<file path="src/rtl/dbg_controller.sv">
// rtl/dbg_controller.sv - debug command controller: program load, run/step, PC breakpoint, state dump
module dbg_controller #(
  parameter int NB_REG = 32,
  parameter int N_REGS = 32,
  parameter int N_MEM  = 32,
  parameter int NB_CNT = 8
) (
  input  logic              i_clk,
  input  logic              i_reset,
  input  logic              i_rx_valid,
  input  logic [7:0]        i_rx_data,
  input  logic              i_tx_full,
  output logic              o_tx_wr,
  output logic [7:0]        o_tx_data,
  input  logic              i_halt,
  input  logic [NB_REG-1:0] i_pc,
  input  logic [NB_REG-1:0] i_reg_data,
  input  logic [NB_REG-1:0] i_mem_data,
  output logic [NB_REG-1:0] o_addr,
  output logic [NB_REG-1:0] o_inst,
  output logic              o_w_mem,
  output logic              o_enable,
  output logic              o_reset_mips
);

  localparam int                NB_BYTES  = NB_REG / 8;
  localparam logic [7:0]        LAST_BYTE = 8'(NB_BYTES - 1);
  localparam logic [NB_REG-1:0] LAST_REG  = NB_REG'(N_REGS - 1);
  localparam logic [NB_REG-1:0] LAST_MEM  = NB_REG'(N_MEM - 1);

  localparam logic [7:0] CMD_LOAD  = 8'h4C;
  localparam logic [7:0] CMD_CONT  = 8'h43;
  localparam logic [7:0] CMD_STEP  = 8'h53;
  localparam logic [7:0] CMD_STEPN = 8'h4E;
  localparam logic [7:0] CMD_BP    = 8'h42;
  localparam logic [7:0] CMD_BPCLR = 8'h62;
  localparam logic [7:0] CMD_RESET = 8'h52;
  localparam logic [7:0] RSP_ACK   = 8'h06;
  localparam logic [7:0] RSP_NAK   = 8'h15;

  typedef enum logic [3:0] {
    IDLE, GET_ARG, LOAD, RUN, STEP, DUMP_ST, DUMP_PC, DUMP_REG, DUMP_MEM, ACK
  } state_t;

  // Per-word read sequence in the register/memory dump: address settles, data captured, bytes emitted.
  typedef enum logic [1:0] {RD_WAIT, RD_CAPT, RD_EMIT} rd_t;

  state_t            state, next_state;
  rd_t               rd_phase;
  logic [7:0]        cmd;
  logic [7:0]        byte_cnt;
  logic [NB_REG-1:0] word_buf;
  logic [NB_REG-1:0] word_shift;
  logic [NB_CNT-1:0] load_idx;
  logic [NB_CNT-1:0] load_total;
  logic [NB_CNT-1:0] step_cnt;
  logic              first_cyc;
  logic              bp_en;
  logic [NB_REG-1:0] bp_addr;
  logic              stop_bp;
  logic              tx_valid;

  logic bp_hit, bp_stop, run_ok, tx_free, last_byte, dump_last_word;

  // The breakpoint is masked on the first enabled cycle so a core parked on it can resume.
  assign bp_hit     = bp_en & (i_pc == bp_addr);
  assign bp_stop    = bp_hit & ~first_cyc;
  assign run_ok     = ~i_halt & ~bp_stop;
  // One-entry TX slot: a new byte may be loaded whenever the current one leaves this cycle.
  assign o_tx_wr    = tx_valid & ~i_tx_full;
  assign tx_free    = ~tx_valid | ~i_tx_full;
  assign last_byte  = (byte_cnt == LAST_BYTE);
  assign word_shift = (word_buf << 8) | NB_REG'(i_rx_data);
  assign dump_last_word = (state == DUMP_REG) ? (o_addr == LAST_REG) : (o_addr == LAST_MEM);

  // State register.
  always_ff @(posedge i_clk or posedge i_reset) begin
    if (i_reset) state <= IDLE;
    else         state <= next_state;
  end

  // Next-state decode and the combinational pipeline enable.
  always_comb begin
    next_state = state;
    o_enable   = 1'b0;
    case (state)
      IDLE: begin
        if (i_rx_valid) begin
          case (i_rx_data)
            CMD_LOAD, CMD_STEPN, CMD_BP: next_state = GET_ARG;
            CMD_CONT:                    next_state = RUN;
            CMD_STEP:                    next_state = STEP;
            CMD_BPCLR, CMD_RESET:        next_state = ACK;
            default:                     next_state = IDLE;
          endcase
        end
      end
      GET_ARG: begin
        if (i_rx_valid) begin
          if (cmd == CMD_LOAD)       next_state = (i_rx_data == 8'h00) ? ACK : LOAD;
          else if (cmd == CMD_STEPN) next_state = (i_rx_data == 8'h00) ? DUMP_ST : STEP;
          else if (last_byte)        next_state = ACK;
        end
      end
      LOAD: begin
        if (i_rx_valid && last_byte && (load_idx == load_total - NB_CNT'(1)))
          next_state = ACK;
      end
      RUN: begin
        o_enable = run_ok;
        if (!run_ok) next_state = DUMP_ST;
      end
      STEP: begin
        o_enable = run_ok;
        if (!run_ok || (step_cnt == NB_CNT'(1))) next_state = DUMP_ST;
      end
      DUMP_ST: begin
        if (tx_free) next_state = DUMP_PC;
      end
      DUMP_PC: begin
        if (tx_free && last_byte) next_state = DUMP_REG;
      end
      DUMP_REG, DUMP_MEM: begin
        if ((rd_phase == RD_EMIT) && tx_free && last_byte && dump_last_word)
          next_state = (state == DUMP_REG) ? DUMP_MEM : IDLE;
      end
      ACK: begin
        if (tx_free) next_state = IDLE;
      end
      default: next_state = IDLE;
    endcase
  end

  // Datapath: argument collection, load strobes, step bookkeeping, dump sequencing and TX slot.
  always_ff @(posedge i_clk or posedge i_reset) begin
    if (i_reset) begin
      rd_phase     <= RD_WAIT;
      cmd          <= '0;
      byte_cnt     <= '0;
      word_buf     <= '0;
      load_idx     <= '0;
      load_total   <= '0;
      step_cnt     <= '0;
      first_cyc    <= 1'b0;
      bp_en        <= 1'b0;
      bp_addr      <= '0;
      stop_bp      <= 1'b0;
      tx_valid     <= 1'b0;
      o_tx_data    <= '0;
      o_addr       <= '0;
      o_inst       <= '0;
      o_w_mem      <= 1'b0;
      o_reset_mips <= 1'b0;
    end else begin
      o_w_mem      <= 1'b0;
      o_reset_mips <= 1'b0;
      if (o_tx_wr) tx_valid <= 1'b0;

      case (state)
        IDLE: begin
          stop_bp  <= 1'b0;
          byte_cnt <= '0;
          if (i_rx_valid) begin
            cmd       <= i_rx_data;
            first_cyc <= 1'b1;
            case (i_rx_data)
              CMD_STEP:  step_cnt     <= NB_CNT'(1);
              CMD_BPCLR: bp_en        <= 1'b0;
              CMD_RESET: o_reset_mips <= 1'b1;
              CMD_LOAD, CMD_CONT, CMD_STEPN, CMD_BP: begin
              end
              default: begin
                if (tx_free) begin
                  tx_valid  <= 1'b1;
                  o_tx_data <= RSP_NAK;
                end
              end
            endcase
          end
        end
        GET_ARG: begin
          if (i_rx_valid) begin
            if (cmd == CMD_LOAD) begin
              load_total <= NB_CNT'(i_rx_data);
              load_idx   <= '0;
              byte_cnt   <= '0;
            end else if (cmd == CMD_STEPN) begin
              step_cnt <= NB_CNT'(i_rx_data);
            end else begin
              word_buf <= word_shift;
              byte_cnt <= byte_cnt + 8'd1;
              if (last_byte) begin
                bp_addr <= word_shift;
                bp_en   <= 1'b1;
              end
            end
          end
        end
        LOAD: begin
          if (i_rx_valid) begin
            word_buf <= word_shift;
            if (last_byte) begin
              byte_cnt <= '0;
              o_inst   <= word_shift;
              o_addr   <= NB_REG'(load_idx);
              o_w_mem  <= 1'b1;
              load_idx <= load_idx + NB_CNT'(1);
            end else begin
              byte_cnt <= byte_cnt + 8'd1;
            end
          end
        end
        RUN, STEP: begin
          if (o_enable) begin
            first_cyc <= 1'b0;
            step_cnt  <= step_cnt - NB_CNT'(1);
          end
          if (!run_ok) stop_bp <= bp_stop;
        end
        DUMP_ST: begin
          if (tx_free) begin
            tx_valid  <= 1'b1;
            o_tx_data <= {6'b0, stop_bp, i_halt};
            word_buf  <= i_pc;
            byte_cnt  <= '0;
          end
        end
        DUMP_PC: begin
          if (tx_free) begin
            tx_valid  <= 1'b1;
            o_tx_data <= word_buf[NB_REG-1 -: 8];
            word_buf  <= word_buf << 8;
            if (last_byte) begin
              byte_cnt <= '0;
              o_addr   <= '0;
              rd_phase <= RD_WAIT;
            end else begin
              byte_cnt <= byte_cnt + 8'd1;
            end
          end
        end
        DUMP_REG, DUMP_MEM: begin
          case (rd_phase)
            RD_WAIT: rd_phase <= RD_CAPT;
            RD_CAPT: begin
              word_buf <= (state == DUMP_REG) ? i_reg_data : i_mem_data;
              rd_phase <= RD_EMIT;
            end
            default: begin
              if (tx_free) begin
                tx_valid  <= 1'b1;
                o_tx_data <= word_buf[NB_REG-1 -: 8];
                word_buf  <= word_buf << 8;
                if (last_byte) begin
                  byte_cnt <= '0;
                  rd_phase <= RD_WAIT;
                  o_addr   <= dump_last_word ? '0 : o_addr + NB_REG'(1);
                end else begin
                  byte_cnt <= byte_cnt + 8'd1;
                end
              end
            end
          endcase
        end
        ACK: begin
          if (tx_free) begin
            tx_valid  <= 1'b1;
            o_tx_data <= RSP_ACK;
          end
        end
        default: begin
        end
      endcase

      if (next_state == IDLE) o_addr <= '0;
    end
  end

endmodule

</file>
<file path="config.mk">
export PLATFORM = sky130hd
export DESIGN_NAME = dbg_controller
export DESIGN_NICKNAME = d
export VERILOG_FILES = /design/src/rtl/dbg_controller.sv
export SDC_FILE = /design/constraint.sdc
export NUM_CORES = 1
export LEC_CHECK = 0
export BUFFER_PORTS_ARGS = -buffer_cell sky130_fd_sc_hd__buf_2
export CAP_MARGIN = 20
export CORE_MARGIN = 3
export CORE_UTILIZATION = 45
export CTS_BUF_LIST = sky130_fd_sc_hd__clkbuf_4
export DETAILED_ROUTE_END_ITERATION = 8
export PLACE_DENSITY = 0.76
export SLEW_MARGIN = 10
export SYNTH_ARGS = -nofsm -noshare
export SYNTH_HDL_FRONTEND = slang
export SYNTH_SLANG_ARGS = --single-unit
</file>
<file path="constraint.sdc">
create_clock -name i_clk -period 11.8 [get_ports i_clk]
set_input_delay 1.77 -clock i_clk [delete_from_list [all_inputs] [get_ports i_clk]]
set_output_delay 1.77 -clock i_clk [all_outputs]
set_load 0.01 [all_outputs]
</file>
==> flow_summary.json <==
{
  "rr_startpoint": "state[0]$_DFF_PP0_",
  "clock_skew_ns": 0.0335,
  "fmaxAchievable_mhz": 185,
  "firstDrtPassIters": 5,
  "path_clk_slew_ns": 0.19,
  "grt_start_max_net_pins": 119,
  "start_util_pct": 46.5,
  "hp-start": "o_inst[18]$_DFFE_PP0P_",
  "setup_ws_ns": 6.39,
  "post_cts_buffers": 0,
  "row_count": 55,
  "ys_types": 74,
  "hold_violations": 0,
  "power_density_nw_per_um2": 168,
  "r2r_slack_ns": 8.21,
  "grt_pass1_wl_mm": 52.2,
  "hold_buffers": 0,
  "cts_tree": "done",
  "r2r_end": "o_addr[17]$_DFFE_PP0P_",
  "yosys_register_bits": 188,
  "cts_buffers": 17,
  "r2r_cells": 9,
  "slew_violations": 0,
  "period_minus_slack_ns": 5.41,
  "dieArea_um2": 25500,
  "drt_wl_total_mm": 32.7,
  "yosysMostFrequentCell": "nand2_1",
  "hpwl_mm": 22.9,
  "syn-cell-area_um2": 10600,
  "endpoint": "o_enable",
  "clock_power_share_pct": 18.5,
  "crit_path_end_kind": "output port",
  "yosys.area.top_type": "dfrtp_1",
  "grt_usage_pct": 25.2,
  "insertedDiodeCount": 0,
  "clk_latency_ns": 0.61,
  "tightest_slew_ns": 0.905,
  "core_um2": 22900,
  "crit_start": "i_pc[4]",
  "required_ns": 10.03,
  "p_leak_nw": 5.81,
  "critPathLaunchType": "input pin",
  "synthCells": 1286,
  "gp_congestion": 0.940,
  "vias": 10300,
  "die_h_um": 160,
  "synth_area_leaders": "dfrtp_1 (44%), nand2_1 (13%), o21ai_0 (4.7%), xnor2_1 (3.2%), a21oi_1 (3.1%)",
  "drtAntennaViolNets": 0,
  "grt.overflow.total": 0,
  "pwr-share-comb_pct": 41.0,
  "p_total_w": 0.00205,
  "outcome": "finished clean",
  "setup_viol": 0,
  "synthFlopType": "dfrtp_1",
  "ys_top_cells_by_count": "nand2_1 (369), dfrtp_1 (188), o21ai_0 (101)",
  "peakVddDrop_uv": 86.5,
  "area_delta_synth_final_pct": 14.4,
  "wl_per_cell_um": 18.6,
  "clock_sinks": 188,
  "final_nets": 1545,
  "antenna_found_initial": 0,
  "async_reset_ff_share_pct": 100,
  "crit_fanout": 4,
  "synth_seq_area_share_pct": 44.2,
  "pin_count": 185,
  "die_w_um": 160,
  "rsz0062_at_grt": "false",
  "critPathArrivalTime_ns": 3.64,
  "synth_nets": 1401,
  "yosysTopAreaCellShare_pct": 44.2,
  "fin_crit_sh_pct": 45.8,
  "viasPerCell": 5.86,
  "yosysWarnings": 0,
  "p_sw_w": 0.000902,
  "root_buffer": "clkbuf_4",
  "seq_power_share_pct": 40.5,
  "synth-edff-count": 0,
  "max_slew_margin_pct": 39.7,
  "ctsResizeCount": 0,
  "io_buffer_count": 184,
  "grt_pass1_vias": 9558,
  "route.detailed.drc": 0,
  "synth_area_per_cell_um2": 8.28,
  "drt_iter0_drc": 1010,
  "drive_gt1_share_pct": 19.1,
  "fin_util_pct": 53.2,
  "clk_path_buf_depth": 2,
  "critPathKind": "in -> out",
  "internal-power_w": 0.00115,
  "hp-class": "reg -> reg",
  "htree_levels": 4,
  "swShare_pct": 44.0,
  "drv_cap": 0,
  "dp_slack_ns": 6.38,
  "fin_tns_setup_ns": 0
}
-- layout make-up --
cell class,instances,area [um2]
tap,313,392
timing repair buffer,207,1110
clock buffer,18,135
multi-input combinational,1000,5600
inverter,16,67.6
sequential,188,4700
clock inverter,14,173
fill,2142,10700
-- metrics by stage --
stage / hold WS (ns) / cell area, um2 / instances
floorplan: 0.442 / 10600 / 1286
global placement: 0.446 / 11800 / 1721
detailed placement: 0.453 / 11800 / 1721
CTS: 0.493 / 12100 / 1753
global route: 0.510 / 12200 / 1756
finish: 0.486 / 12200 / 1756
-- worst min path at each step --
stage	to	cells after the start	slack, ns
6_report	o_inst[18]$_DFFE_PP0P_	2	0.49
5_1_grt	o_inst[18]$_DFFE_PP0P_	2	0.51
4_1_cts	o_inst[0]$_DFFE_PP0P_	2	0.49
3_5_place_dp	o_inst[18]$_DFFE_PP0P_	2	0.45
3_3_place_gp	o_inst[15]$_DFFE_PP0P_	2	0.45
2_1_floorplan	word_buf[27]$_DFFE_PP0P_	2	0.44
-- power groups by stage --
stage	clock network [W]	logic (W)	registers [W]
global route	0.000411	0.000922	0.000840
finish	0.000380	0.000840	0.000830
global placement	0	0.000796	0.000836
floorplan	0	0.000566	0.000813
detailed placement	0	0.000810	0.000838
CTS	0.000385	0.000811	0.000825
-- state kept, by name, summed over array words and instances, names as in the netlist --
register      flops
bp_addr          32
o_addr           32
o_inst           32
word_buf         32
byte_cnt          8
cmd               8
load_idx          8
load_total        8
o_tx_data         8
step_cnt          8
state             4
rd_phase          2
bp_en             1
first_cyc         1
o_reset_mips      1
o_w_mem           1
stop_bp           1
tx_valid          1
-- placed cells by master (no fill, tap or decap), types with 19 or more instances in the layout --
master,count
a221oi_1,24
nor2_1,50
a21oi_1,65
xnor2_1,39
nor3_1,29
nand3_1,36
nand2_1,369
nor2b_1,19
o21ai_0,100
buf_4,21
dfrtp_1,188
buf_2,184
-- per-layer routing --
metal | GRT usage (%) | vias to the layer above | routed length, um
met1 | 35.2 | 4915 | 14000
li1 | - | 4837 | -
met3 | 4.85 | 56 | 2650
met4 | 6.98 | 0 | 760
met5 | 0 | - | 0
met2 | 40.3 | 490 | 15300
-- critical path, stage by stage --
cell and delay, ns:
buf_2 0.12, xnor2_1 0.31, nand4_1 0.20, nor4_1 0.55, a31oi_1 0.28, and2_1 0.25
buf_2 0.15
-- logic make-up (layout without fill, tap and decap cells) --
group,Yosys count,in the layout,share of synthesized area (%)
AO/OA/AOI/OAI,288,288,17.3
flip-flops,188,188,44.2
AND/OR/NAND/NOR,633,633,27.6
XOR/XNOR,49,49,4.03
multiplexers,24,24,2.43
adder cells (fa/ha/maj),6,6,0.705
buffers and inverters,98,255,3.71
Power figures use the tool's default switching activity.
